## config.mk

```make
export PLATFORM = sky130hd
export DESIGN_NAME = activation_arbiter
export DESIGN_NICKNAME = d
export VERILOG_FILES = /design/src/rtl/act_pkg.sv /design/src/rtl/rr_picker.sv /design/src/rtl/sigmoid.sv /design/src/rtl/activation_arbiter.sv
export SDC_FILE = /design/constraint.sdc
export NUM_CORES = 1
export LEC_CHECK = 0
export BUFFER_PORTS_ARGS = -buffer_cell sky130_fd_sc_hd__clkbuf_2
export CAP_MARGIN = 20
export CORE_ASPECT_RATIO = 0.7
export CORE_MARGIN = 2
export CORE_UTILIZATION = 44
export DETAILED_ROUTE_END_ITERATION = 8
export GPL_TIMING_DRIVEN = 0
export PLACE_DENSITY_LB_ADDON = 0.12
export SYNTH_ARGS = -nofsm -noshare
export SYNTH_HDL_FRONTEND = slang
export SYNTH_HIERARCHICAL = 1
export SYNTH_SLANG_ARGS = --single-unit
```

## constraint.sdc

```tcl
create_clock -name clk -period 1.9 [get_ports clk]
set_clock_uncertainty 0.1 [all_clocks]
set_input_delay 0.38 -clock clk [delete_from_list [all_inputs] [get_ports clk]]
set_output_delay 0.38 -clock clk [all_outputs]
set_load 0.01 [all_outputs]
```

## src/rtl/act_pkg.sv

```systemverilog
// act_pkg: shared Q8.8 constants and FSM state encoding for the activation arbiter.
//   Q_ONE      Q8.8 value 1.0, the upper saturation output
//   Q_HALF     Q8.8 value 0.5, the sigmoid midpoint
//   SAT_LIMIT  |x| beyond which the sigmoid output saturates
//   state_e    arbiter FSM states
package act_pkg;

  localparam logic signed [15:0] Q_ONE     = 16'sh0100;
  localparam logic signed [15:0] Q_HALF    = 16'sh0080;
  localparam logic signed [15:0] SAT_LIMIT = 16'sd2048;

  typedef enum logic [1:0] {
    S_IDLE = 2'd0,
    S_EVAL = 2'd1,
    S_HOLD = 2'd2
  } state_e;

endpackage

```

## src/rtl/rr_picker.sv

```systemverilog
// rr_picker: round-robin grant selection, purely combinational.
//   req_valid  in   N_REQ  per-requester valid
//   rr_ptr     in   ID_W   highest-priority requester index
//   grant      out  ID_W   first valid index searching upward from rr_ptr, wrapping
//   any_valid  out  1      at least one requester is valid
module rr_picker #(
  parameter int unsigned N_REQ = 4,
  parameter int unsigned ID_W  = 2
) (
  input  logic [N_REQ-1:0] req_valid,
  input  logic [ID_W-1:0]  rr_ptr,
  output logic [ID_W-1:0]  grant,
  output logic             any_valid
);

  logic [ID_W-1:0] idx;

  always_comb begin
    grant     = '0;
    any_valid = 1'b0;
    idx       = '0;
    for (int unsigned i = 0; i < N_REQ; i++) begin
      idx = ID_W'((32'(rr_ptr) + i) % N_REQ);
      if (!any_valid && req_valid[idx]) begin
        any_valid = 1'b1;
        grant     = idx;
      end
    end
  end

endmodule

```

## src/rtl/sigmoid.sv

```systemverilog
// sigmoid: piecewise-linear Q8.8 sigmoid approximation, purely combinational.
//   x  in   16  pre-activation, Q8.8 signed
//   y  out  16  activation, Q8.8 signed
// The saturation test is strict, so x = +/-2048 falls on the linear segment and
// yields 0x0180 / 0xFF80 rather than a clipped value.
module sigmoid
  import act_pkg::*;
(
  input  logic signed [15:0] x,
  output logic signed [15:0] y
);

  always_comb begin
    if (x > SAT_LIMIT) begin
      y = Q_ONE;
    end else if (x < -SAT_LIMIT) begin
      y = '0;
    end else begin
      // Arithmetic shift keeps the sign; the add wraps at 16 bits.
      y = Q_HALF + (x >>> 3);
    end
  end

endmodule

```

## src/rtl/activation_arbiter.sv

```systemverilog
// activation_arbiter: shares one sigmoid unit between N_REQ requesters using
// round-robin arbitration and returns the result tagged with the requester ID.
//   clk, rst    clock, asynchronous active-high reset
//   req_valid   in   N_REQ         per-requester request valid
//   req_data    in   N_REQ*DATA_W  requester i at [i*DATA_W +: DATA_W], Q8.8 signed
//   req_ready   out  N_REQ         one-hot accept strobe, only in S_IDLE
//   resp_valid  out  1             result valid, held until resp_ready
//   resp_data   out  DATA_W        activated value, Q8.8 signed
//   resp_id     out  ID_W          requester owning resp_data
//   resp_ready  in   1             consumer accepts result
//   busy        out  1             FSM is not in S_IDLE
// Optional macro ACTIVATION_ARBITER_STATS_EN adds saturating counters:
//   sat_hi_cnt  out  16  evaluations with x > 2048
//   sat_lo_cnt  out  16  evaluations with x < -2048
module activation_arbiter
  import act_pkg::*;
#(
  parameter int unsigned N_REQ  = 4,
  parameter int unsigned DATA_W = 16,
  parameter int unsigned ID_W   = 2
) (
  input  logic                    clk,
  input  logic                    rst,
  input  logic [N_REQ-1:0]        req_valid,
  input  logic [N_REQ*DATA_W-1:0] req_data,
  output logic [N_REQ-1:0]        req_ready,
  output logic                    resp_valid,
  output logic [DATA_W-1:0]       resp_data,
  output logic [ID_W-1:0]         resp_id,
  input  logic                    resp_ready,
  output logic                    busy
`ifdef ACTIVATION_ARBITER_STATS_EN
  ,
  output logic [15:0]             sat_hi_cnt,
  output logic [15:0]             sat_lo_cnt
`endif
);

  state_e                    state_q;
  logic [ID_W-1:0]           rr_ptr_q;
  logic [ID_W-1:0]           id_q;
  logic signed [DATA_W-1:0]  x_q;
  logic                      resp_valid_q;
  logic [DATA_W-1:0]         resp_data_q;
  logic [ID_W-1:0]           resp_id_q;

  logic [ID_W-1:0]           grant;
  logic                      any_valid;
  logic signed [DATA_W-1:0]  sig_y;

  rr_picker #(
    .N_REQ(N_REQ),
    .ID_W (ID_W)
  ) u_rr_picker (
    .req_valid(req_valid),
    .rr_ptr   (rr_ptr_q),
    .grant    (grant),
    .any_valid(any_valid)
  );

  // The single shared activation unit; it only ever sees the latched operand.
  sigmoid u_sigmoid (
    .x(x_q),
    .y(sig_y)
  );

  // Accept strobe is combinational so the grant lands in the same cycle it is chosen.
  always_comb begin
    req_ready = '0;
    if (!rst && (state_q == S_IDLE) && any_valid) begin
      req_ready[grant] = 1'b1;
    end
  end

`ifdef ACTIVATION_ARBITER_STATS_EN
  logic [15:0] sat_hi_q;
  logic [15:0] sat_lo_q;
`endif

  always_ff @(posedge clk or posedge rst) begin
    if (rst) begin
      state_q      <= S_IDLE;
      rr_ptr_q     <= '0;
      id_q         <= '0;
      x_q          <= '0;
      resp_valid_q <= 1'b0;
      resp_data_q  <= '0;
      resp_id_q    <= '0;
`ifdef ACTIVATION_ARBITER_STATS_EN
      sat_hi_q     <= '0;
      sat_lo_q     <= '0;
`endif
    end else begin
      unique case (state_q)
        S_IDLE: begin
          if (any_valid) begin
            x_q     <= req_data[grant*DATA_W +: DATA_W];
            id_q    <= grant;
            state_q <= S_EVAL;
          end
        end
        S_EVAL: begin
          resp_data_q  <= sig_y;
          resp_id_q    <= id_q;
          resp_valid_q <= 1'b1;
          state_q      <= S_HOLD;
`ifdef ACTIVATION_ARBITER_STATS_EN
          if ((x_q > SAT_LIMIT) && (sat_hi_q != 16'hFFFF)) begin
            sat_hi_q <= sat_hi_q + 16'd1;
          end
          if ((x_q < -SAT_LIMIT) && (sat_lo_q != 16'hFFFF)) begin
            sat_lo_q <= sat_lo_q + 16'd1;
          end
`endif
        end
        S_HOLD: begin
          if (resp_ready) begin
            resp_valid_q <= 1'b0;
            // Requester just served drops to lowest priority.
            rr_ptr_q     <= (id_q == ID_W'(N_REQ - 1)) ? '0 : id_q + 1'b1;
            state_q      <= S_IDLE;
          end
        end
        default: begin
          state_q <= S_IDLE;
        end
      endcase
    end
  end

  assign resp_valid = resp_valid_q;
  assign resp_data  = resp_data_q;
  assign resp_id    = resp_id_q;
  assign busy       = (state_q != S_IDLE);

`ifdef ACTIVATION_ARBITER_STATS_EN
  assign sat_hi_cnt = sat_hi_q;
  assign sat_lo_cnt = sat_lo_q;
`endif

endmodule

```

==> flow_summary.json <==
{
  "status": "finished with violations",
  "violations": "negative setup slack",
  "cts_buffers": 5,
  "drt_iter0_markers": 65,
  "htreeDepth": 2,
  "worstRegToRegCells": 10,
  "clock_latency_ps": 300,
  "die_h_um": 65.9,
  "maxCapViolations": 0,
  "arrival_ps": 1740,
  "core.rowCount": 22,
  "overflow": 0,
  "final_cell_mix": "clkbuf_2, dfrtp_1, nand2_1",
  "initial_core_util_pct": 45.8,
  "first_pass_iters": 5,
  "utilization_pct": 68.5,
  "seq_area_frac_synth_pct": 42.6,
  "ir_drop_uv": 605,
  "num-fill-cells": 413,
  "post-place-ws_ps": -437,
  "wl_um": 6270,
  "synth_top_flop_cell": "dfrtp_1",
  "vias": 2085,
  "maxSlewHeadroom_pct": 37.7,
  "r2r-end": "x_q[1]",
  "netlist_area_um2": 2410,
  "cp-end-kind": "output port",
  "cp_max_fo": 4,
  "p_total_mw": 5.24,
  "cts.clk_slew.worst_paths_ps": 80,
  "grt_pass1_wl_um": 9960,
  "worstSetupEndpoint": "req_ready[1]",
  "io_pins": 95,
  "clock-sinks": 41,
  "wl_per_cell_um": 15.2,
  "startpoint_type": "register",
  "reg2reg_slack_ps": -260,
  "routabilityCongestion": 0.764,
  "netlist_instances": 219,
  "synth_edf_count": 0,
  "port-buffer-count": 94,
  "max-clock-path-buffers": 2,
  "setup_viol": 20,
  "drv_slew": 0,
  "ant_nets": 0,
  "dp_hpwl_um": 4270,
  "drc": 0,
  "die_w_um": 92.4,
  "worstPathRequired_ps": 1420,
  "grtUsageTotal_pct": 21.2,
  "whs_ps": 101,
  "viasPerCell": 5.06,
  "synthToLayoutAreaGrowth_pct": 49.6,
  "syn_nets": 293,
  "syn_avg_cell_area_um2": 11.0,
  "tightest_slew_ps": 930,
  "n_antenna_cell": 0,
  "path_class": "register to output port",
  "ys_async_sr_fraction_pct": 100,
  "fin_crit_ps": 2220,
  "ys_warn_count": 6,
  "grt_pass1_vias": 1984,
  "ys_types": 37,
  "grt_start_max_net_pins": 22,
  "hold_path.class": "input port to async pin",
  "fin_crit_sh_pct": 117,
  "core_um2": 5260,
  "startpoint": "rr_ptr_q[0]",
  "clock.fmax_ghz": 0.450,
  "antenna_found_initial": 0,
  "cts-root-buf": "clkbuf_8",
  "reg2reg_from": "rr_ptr_q[0]",
  "die_area_um2": 6090,
  "rsz0062_at_grt": "yes",
  "synth_seq_cells": 41,
  "setup_slack_ps": -325,
  "num-nets-final": 413,
  "final_common_cell": "clkbuf_2",
  "cts_hold_buf": 0,
  "drive_above_1_share_pct": 60.6,
  "p_leak_nw": 1.72,
  "cts_tree": "yes",
  "setup_tns_ps": -4170,
  "hold_viol_final": 0,
  "powerDensity_nw_per_um2": 1460
}
## routing by layer
metal / global-route usage (%) / up-vias / share of wire (%)
met5: 0 / - / 0
met4: 5.04 / 0 / 0.88
met3: 3.76 / 4 / 5.0
met2: 31.4 / 60 / 43
met1: 32.1 / 980 / 51
li1: - / 1041 / -
## report_power, final
part	total, mW	internal (mW)	switching (mW)
logic	3.18	1.66	1.52
registers	1.51	1.21	0.301
clock network	0.554	0.255	0.299
## kinds of logic (layout without fill, tap and decap cells)
family / count (synthesis) / count (layout) / share of synthesized area, %
fa+ha+maj: 3 / 3 / 1.56
xor+xnor: 3 / 3 / 1.09
simple gates: 50 / 50 / 11.1
buf+inv: 32 / 153 / 6.70
flops: 41 / 41 / 42.6
compound gates: 39 / 39 / 14.8
mux: 51 / 51 / 22.2
## layout make-up
| cell class | instances | area [µm²] | area share [%] |
|---|---|---|---|
| Inverter | 17 | 72.6 | 2.01 |
| Clock inverter | 2 | 10.0 | 0.278 |
| Timing Repair Buffer | 113 | 697 | 19.3 |
| Buffer | 14 | 139 | 3.86 |
| Clock buffer | 6 | 72.6 | 2.01 |
| Sequential cell | 41 | 1030 | 28.5 |
| Multi-Input combinational cell | 146 | 1490 | 41.3 |
| Tap cell | 72 | 90.1 | 2.50 |
| Timing Repair inverter | 1 | 5.00 | 0.139 |
## how the worst min path moves through the flow
stage	startpoint	end	slack (ps)	cells past startpoint
after global routing	rst	state_q[0]	140	2
final	rst	state_q[0]	100	2
after floorplan	rst	id_q[0]	270	1
after CTS	rst	state_q[0]	120	2
after global placement	x_q[1]	x_q[1]	390	2
after detailed placement	x_q[1]	x_q[1]	380	2
## registers in the layout (all words and copies together), names as in the netlist
register / flops
id_q: 2
resp_data: 16
resp_id: 2
resp_valid: 1
rr_ptr_q: 2
state_q: 2
x_q: 16
## cells in the mapped netlist (3+ instances only)
cell      count  area, µm²
a21oi_1       8       40.0
nor3b_1       3       22.5
nand3_1       3       15.0
nand2_1      23       86.3
nor2_1        4       15.0
a211oi_1      9       67.6
o221ai_1      7       61.3
ha_1          3       37.5
buf_2         8       40.0
dfrtp_1      41       1030
mux2_2       19        214
nor4_1        4       25.0
buf_4         3       22.5
mux2i_1      32        320
inv_1        15       56.3
o221ai_2     10        150
## through the flow
step / area (µm²) / std cells
floorplan: 2440 / 219
global placement: 3000 / 385
detailed placement: 3000 / 385
CTS: 3420 / 408
global route: 3600 / 412
finish: 3600 / 412
## critical path: stages, from the launching register on
cell     delay, ps
dfrtp_1        390
inv_2           50
a221o_1        330
a21oi_4        220
buf_12         150
nand3_4         70
nor2_2         100
buf_2          130
## timing repair
action | 4_1_cts | 5_1_grt
setup buffers | 13 | 5
resized for setup | 42 | 36
gates cloned | 3 | 1
hold endpoints to repair | 0 | 0
setup endpoints to repair | 20 | 29
pin swaps | 11 | 4
Power figures use the tool's default switching activity.
